===== src/rtl/exec_sequencer.sv =====
// Multi-cycle instruction sequencer for the MSP430 datapath: fetch, decode,
// operand fetch, execute and memory write-back with a bounded memory wait.
module exec_sequencer #(
  parameter int WAIT_MAX = 15,
  parameter int CW       = 8
) (
  input  logic       clk,
  input  logic       rst,
  input  logic [1:0] FORMAT,
  input  logic [2:0] AdAs,
  input  logic       BW,
  input  logic       NO_WB,
  input  logic       jump_take,
  input  logic       mem_rdy,
  output logic [1:0] MAB_SEL,
  output logic [2:0] MPC,
  output logic [1:0] MD,
  output logic       RW,
  output logic       MW,
  output logic       MEM_RD,
  output logic       IR_LD,
  output logic       EXT_LD,
  output logic       SRC_LD,
  output logic       DST_LD,
  output logic       SRC_INC,
  output logic       instr_done,
  output logic       bus_err,
  output logic [3:0] state_o
);

  typedef enum logic [3:0] {
    S_RESET   = 4'd0,
    S_FETCH   = 4'd1,
    S_DECODE  = 4'd2,
    S_SRC_EXT = 4'd3,
    S_SRC_RD  = 4'd4,
    S_DST_EXT = 4'd5,
    S_DST_RD  = 4'd6,
    S_EXEC    = 4'd7,
    S_WB_MEM  = 4'd8
  } state_t;

  state_t        state_q, state_d;
  logic [CW-1:0] cnt_q, cnt_d;
  logic          mem_st;
  logic          ad;
  logic [1:0]    as_m;
  logic          dst_mem;
  logic          reg_dst;
  logic          bw_unused;

  assign ad        = AdAs[2];
  assign as_m      = AdAs[1:0];
  assign dst_mem   = (FORMAT == 2'b00) && ad;
  assign reg_dst   = ((FORMAT == 2'b00) && !ad) || ((FORMAT == 2'b01) && (as_m == 2'b00));
  // Byte/word only scales the datapath's autoincrement step.
  assign bw_unused = BW;
  assign state_o   = state_q;

  always_ff @(posedge clk or negedge rst) begin
    if (!rst) begin
      state_q <= S_RESET;
      cnt_q   <= '0;
    end else begin
      state_q <= state_d;
      cnt_q   <= cnt_d;
    end
  end

  always_comb begin
    state_d    = state_q;
    cnt_d      = '0;
    mem_st     = 1'b0;
    MAB_SEL    = 2'b00;
    MPC        = 3'b000;
    MD         = 2'b00;
    RW         = 1'b0;
    MW         = 1'b0;
    MEM_RD     = 1'b0;
    IR_LD      = 1'b0;
    EXT_LD     = 1'b0;
    SRC_LD     = 1'b0;
    DST_LD     = 1'b0;
    SRC_INC    = 1'b0;
    instr_done = 1'b0;
    bus_err    = 1'b0;
    case (state_q)
      S_RESET: begin
        // Reset vector is only steered once rst has been released.
        if (rst) MPC = 3'b100;
        state_d = S_FETCH;
      end
      S_FETCH: begin
        mem_st = 1'b1;
        MEM_RD = 1'b1;
        if (mem_rdy) begin
          IR_LD   = 1'b1;
          MPC     = 3'b001;
          state_d = S_DECODE;
        end
      end
      S_DECODE: begin
        if (FORMAT == 2'b10)      state_d = S_EXEC;
        else if (FORMAT == 2'b11) begin
          instr_done = 1'b1;
          state_d    = S_FETCH;
        end
        else if (as_m == 2'b01)   state_d = S_SRC_EXT;
        else if (as_m[1])         state_d = S_SRC_RD;
        else if (dst_mem)         state_d = S_DST_EXT;
        else                      state_d = S_EXEC;
      end
      S_SRC_EXT, S_DST_EXT: begin
        mem_st = 1'b1;
        MEM_RD = 1'b1;
        if (mem_rdy) begin
          EXT_LD  = 1'b1;
          MPC     = 3'b001;
          state_d = (state_q == S_SRC_EXT) ? S_SRC_RD : S_DST_RD;
        end
      end
      S_SRC_RD: begin
        mem_st  = 1'b1;
        MEM_RD  = 1'b1;
        MAB_SEL = (as_m == 2'b01) ? 2'b11 : 2'b01;
        if (mem_rdy) begin
          SRC_LD  = 1'b1;
          SRC_INC = (as_m == 2'b11);
          state_d = dst_mem ? S_DST_EXT : S_EXEC;
        end
      end
      S_DST_RD: begin
        mem_st  = 1'b1;
        MEM_RD  = 1'b1;
        MAB_SEL = 2'b11;
        if (mem_rdy) begin
          DST_LD  = 1'b1;
          state_d = S_EXEC;
        end
      end
      S_EXEC: begin
        if (FORMAT == 2'b10) begin
          MPC        = jump_take ? 3'b010 : 3'b000;
          instr_done = 1'b1;
          state_d    = S_FETCH;
        end else if (reg_dst) begin
          RW         = !NO_WB;
          MD         = 2'b00;
          instr_done = 1'b1;
          state_d    = S_FETCH;
        end else if (NO_WB) begin
          instr_done = 1'b1;
          state_d    = S_FETCH;
        end else begin
          state_d = S_WB_MEM;
        end
      end
      S_WB_MEM: begin
        mem_st  = 1'b1;
        MAB_SEL = 2'b11;
        MW      = 1'b1;
        if (mem_rdy) begin
          instr_done = 1'b1;
          state_d    = S_FETCH;
        end
      end
      default: state_d = S_FETCH;
    endcase

    // Stalled memory access: hold, count, abort once the budget is spent.
    if (mem_st && !mem_rdy) begin
      if (cnt_q == CW'(WAIT_MAX - 1)) begin
        bus_err = 1'b1;
        state_d = S_FETCH;
      end else begin
        cnt_d = cnt_q + 1'b1;
      end
    end
  end

endmodule


===== config.mk =====
export PLATFORM = sky130hd
export DESIGN_NAME = exec_sequencer
export DESIGN_NICKNAME = d
export VERILOG_FILES = /design/src/rtl/exec_sequencer.sv
export SDC_FILE = /design/constraint.sdc
export NUM_CORES = 1
export LEC_CHECK = 0
export ABC_AREA = 0
export CAP_MARGIN = 30
export CELL_PAD_IN_SITES_DETAIL_PLACEMENT = 1
export CELL_PAD_IN_SITES_GLOBAL_PLACEMENT = 2
export CORE_MARGIN = 4
export CORE_UTILIZATION = 27
export DETAILED_ROUTE_END_ITERATION = 8
export GPL_ROUTABILITY_DRIVEN = 0
export PLACE_DENSITY_LB_ADDON = 0.12
export SYNTH_ARGS = -nofsm -noshare
export SYNTH_HDL_FRONTEND = slang
export SYNTH_SLANG_ARGS = --single-unit
export TNS_END_PERCENT = 5

===== constraint.sdc =====
create_clock -name clk -period 2.34 [get_ports clk]
set_input_delay 0.468 -clock clk [delete_from_list [all_inputs] [get_ports clk]]
set_output_delay 0.468 -clock clk [all_outputs]
set_load 0.05 [all_outputs]

Yosys cells after proc, flatten, opt, wreduce, memory -nomap -nowiden
Cells that the tools add are included.
{"block": "totals", "mem_bits_rw": 0, "n_memories": 0, "latchBits": 0, "romBits": 0, "register_bits": 12, "output_inout_bits": 21, "word_cells": 80}
{"block": "classes", "n_mul": 0, "mux": 47, "n_lt_le_gt_ge": 0, "reduce_logical": 16, "n_eq_ne": 14, "n_shift": 0, "div_mod_pow": 0, "bitwise_logic": 0, "n_addsub": 1}
{"cell": "2-to-1 mux 4 bit", "n": 10}
{"cell": "case mux 4 bit (7 select lines)", "n": 1}
{"cell": "2-to-1 mux 1 bit", "n": 21}
{"cell": "== test 4 x 3 -> 1 bit (second input constant)", "n": 4}
{"cell": "2-to-1 mux 8 bit", "n": 2}
{"cell": "2-to-1 mux 2 bit", "n": 6}
{"cell": "2-to-1 mux 3 bit", "n": 4}
{"cell": "case mux 3 bit (3 select lines)", "n": 1}
{"cell": "adder 8 x 1 -> 8 bit (second input constant)", "n": 1}
{"cell": "== test 4 x 2 -> 1 bit (second input constant)", "n": 2}
{"cell": "== test 8 x 4 -> 1 bit (second input constant)", "n": 1}
{"cell": "== test 2 bit (second input constant)", "n": 3}
{"cell": "OR reduction 6 bit", "n": 1}
{"cell": "OR reduction 5 bit", "n": 1}
{"cell": "== test 2 x 1 -> 1 bit (second input constant)", "n": 2}
{"cell": "== test 4 x 1 -> 1 bit (second input constant)", "n": 1}
{"cell": "== test 4 bit (second input constant)", "n": 1}
{"cell": "logical AND 1 bit", "n": 4}
{"cell": "zero test 2 bit", "n": 2}
{"cell": "zero test 4 bit", "n": 1}
{"cell": "case mux 2 bit (2 select lines)", "n": 1}
{"cell": "OR reduction 2 bit", "n": 2}
{"cell": "zero test 1 bit", "n": 3}
{"cell": "case mux 1 bit (3 select lines)", "n": 1}
{"cell": "other kinds (2)", "n": 2}

Longest topological paths before layout
{"block": "depth", "ltp_word": 10, "depth_mapped": 5}

Worst setup path after synthesis
Ideal clock, no wire load.
{"block": "synth_timing", "path_type": "register -> output", "start": "register state_q[0], in the netlist state_o[0]", "end": "output port IR_LD", "n_path_buf": 1, "t_arrival_ns": 2.538, "required_ns": 1.872, "stages_incl_launch_ff": 4, "setup_slack_ns": -0.666, "path_cell_list": "dfrtp_1 buf_2 nand2_1 nor4_1"}
{"block": "synth_via", "elab_chain_cells": 2}
{"item": "from (decl)", "line": "43", "text": "state_t state_q, state_d;"}
{"item": "from (signal assigned)", "line": "65", "text": "state_q <= state_d;"}
{"item": "== test 4 x 1 -> 1 bit", "line": "87", "text": "case (state_q)"}
{"item": "2-to-1 mux 1 bit", "line": "87"}
{"item": "to (decl)", "line": "21", "text": "output logic IR_LD,"}
Every way passes these cells.

Final worst setup path
{"block": "layout_timing", "start": "input port FORMAT[0]", "end": "output port instr_done"}
{"block": "layout_via", "elab_chain_cells": 6, "elab_cells_between_ends": 12, "classes_between": "eq/ne (3); mux (5); reduce/logical (4)"}
{"item": "from (decl)", "line": "9", "text": "input logic [1:0] FORMAT,"}
{"item": "== test 2 x 1 -> 1 bit or zero test 2 bit (tied branches)", "line": "55", "text": "assign reg_dst = ((FORMAT == 2'b00) && !ad) || ((FORMAT == 2'b01) && (as_m == 2'b00));"}
{"item": "logical AND 1 bit", "line": "55"}
{"item": "logical OR 1 bit", "line": "55"}
{"item": "2-to-1 mux 1 bit", "line": "146", "text": "end else if (reg_dst) begin"}
{"item": "2-to-1 mux 1 bit", "line": "142", "text": "if (FORMAT == 2'b10) begin"}
{"item": "case mux 1 bit (3 select lines) *", "line": "87"}
{"item": "to (decl)", "line": "26", "text": "output logic instr_done,"}
Mark *: on every way between the ends. The rest lies on a longest branch, timed or not.

==> impl_metrics.tcl <==
set metrics [dict create \
    cts_tree "yes" \
    power_density_nw_per_um2 983.8 \
    p_leak_nw 0.7008 \
    drt-wirelength-per-cell_um 14.30 \
    die_w_um 67.19 \
    cap_viol_max_count 0 \
    drc 0 \
    area_delta_synth_final_pct 67.86 \
    finish.utilization_pct 47.21 \
    ys_ff_latch 12 \
    num_antenna_cells 0 \
    grt.total_usage_pct 14.21 \
    h-tree-depth 1 \
    nNetsFinal 170 \
    coreArea_um2 3363 \
    postSynthAreaPerCell_um2 8.297 \
    outcome "finished with violations" \
    final_cells 201 \
    drt-pass1-iter-count 4 \
    start_util_pct 28.12 \
    finalWirelength_mm 2.875 \
    synthTopCellsByArea "dfrtp_1, nor2_1, and3_1" \
    yosysTopAreaCellShare_pct 31.75 \
    drtIter0Drc 54 \
    dieArea_um2 4515 \
    core.rowCount 21 \
    final-seq-area_um2 302.8 \
    holdWs_ps 512.5 \
    clkTransAtPathRegs_ps 60 \
    drive_gt1_share_pct 34.19 \
    ys_seq_area_share_pct 31.75 \
    worst_slack_ps -22.01 \
    relSlewSlack_pct 66.72 \
    chipHeight_um 67.19 \
    timing.final.crit_period_ps 2362 \
    fin_crit_sh_pct 100.9 \
    io_pins 32 \
    cts_root_buf "clkbuf_4" \
    slew_viol_final 0 \
    vdd_drop_max_mv 0.3427 \
    power.total_mw 1.562 \
    final_common_cell "buf_4" \
    grt_max_degree 14 \
    path_class "in -> out" \
    place_inst 198 \
    syn_inst 114 \
    end_kind "output port" \
    ant_nets 0 \
    yosys_warnings 0 \
    crit_arrival_ps 1890 \
    yosys.area.top_type "dfrtp_1" \
    insertion_delay_ps 270 \
    cts_buffers 3 \
    yosysUniqueCellTypes 38 \
    synthesis.area_um2 945.9 \
    max_clock_freq_ghz 0.4234 \
    rsz0062_at_grt "true" \
    io_buffers 28 \
    ctsResizeCount 2 \
    setup_viol 1 \
    vias 977 \
    hold_viol_final 0 \
    grt_overflow_total 0 \
    cp_max_fo 3 \
    cts_setup_buffers 0 \
    clk_path_buf_depth 2 \
    antenna_found_initial 0 \
    avgViaCountPerCell 4.861 \
    dp_hpwl_mm 2.343 \
    finClkSkew_ps 13.32 \
    num-fill-cells 411 \
    cts.hold.buffers_added 0 \
    multi_input_area_um2 644.4 \
    cp-start-kind "primary input" \
    tightestPinTransition_ps 497.7 \
    violations "setup timing" \
    hp-class "reg -> reg" \
    worstPathRequired_ps 1870 \
    cts_sinks 12 \
    layout_common_cells "buf_4, buf_12, nor2_1" \
    grt_pass1_wl_mm 4.878 \
    grt_pass1_vias 1043 \
]
==> power breakdown <==
part           internal, mW  switching (mW)  total [mW]
Combinational         0.474           0.616        1.09
Sequential            0.249           0.100       0.349
Clock                0.0594          0.0631       0.123
Total                 0.783           0.779        1.56
==> flip-flops by register name (all words and copies together), names as in the netlist <==
register and cells:
state_o 4, cnt_q 8
==> worst max-delay path, stage by stage <==
cell	delay, ps
clkdlybuf4s50_1	440
buf_4	160
nor3_1	190
nor2_1	100
a211o_1	290
nand3_2	100
buf_12	140
==> worst paths after layout <==
kind	startpoint	to	slack [ps]	cells after the start
max in group asynchronous	rst	cnt_q[3]	1650	2
setup / recovery	FORMAT[0]	instr_done	-20	7
hold reg to reg	cnt_q[0]	cnt_q[0]	510	1
min in group asynchronous	rst	cnt_q[5]	520	2
setup reg to reg	state_o[1]	state_o[0]	660	4
hold / removal	cnt_q[0]	cnt_q[0]	510	1
==> stage by stage <==
step | setup TNS [ps] | worst slack (ps) | cell area (µm²)
5_1_grt | -105.9 | -91.12 | 1588
4_1_cts | 0 | 3.749 | 1564
3_5_place_dp | -29.21 | -29.21 | 1531
6_report | -22.01 | -22.01 | 1588
2_1_floorplan | -1783 | -356.3 | 969.7
3_3_place_gp | -46.04 | -46.04 | 1531
==> cell usage after synthesis <==
cell and count:
a211o_1 2, a211oi_1 2, a21oi_1 8, a2bb2oi_1 1, a2bb2oi_2 1, and2_1 2
and2b_1 1, and3_1 8, and3b_1 2, buf_2 4, buf_4 2, clkbuf_1 1
conb_1 1, dfrtp_1 12, ha_1 2, inv_1 4, mux2i_1 1, nand2_1 9
nand2b_1 1, nand3_1 5, nand4_1 2, nand4b_1 1, nor2_1 14, nor2b_1 2
nor3_1 5, nor3_2 1, nor4_1 2, nor4b_1 1, nor4b_2 2, o211ai_2 1
o21ai_0 1, o21bai_1 1, o22ai_1 1, o311ai_0 1, o31ai_2 1, or3b_1 1
xnor2_1 3, xor2_1 5
==> final cells by class <==
cell class	instances	share of cell area (%)
multi-input combinational	92	40.58
timing repair buffer	44	34.36
sequential	12	19.07
tap	46	3.625
clock buffer	3	1.418
inverter	4	0.9456
==> cell families (layout without fill, tap and decap cells) <==
kind of cell	after synthesis	in the layout	share of synthesized area, %
and+or+nand+nor	59	59	35.32
other	1	2	0.3964
AOI/OAI and AO/OA	20	20	15.74
adders and majority gates	2	2	2.645
xor gates and xnor gates	8	8	7.408
DFF	12	12	31.75
muxes	1	1	1.058
buffers and inverters	11	51	5.687
==> per-layer routing <==
layer | part of all wire, % | GRT usage (%) | up-vias
met3 | 6.4 | 4.160 | 2
met5 | 0 | 0 | -
met4 | 0.49 | 3.038 | 0
li1 | - | - | 489
met2 | 46 | 23.56 | 27
met1 | 47 | 18.27 | 459
Note: power is estimated with default switching activity, not from simulation.
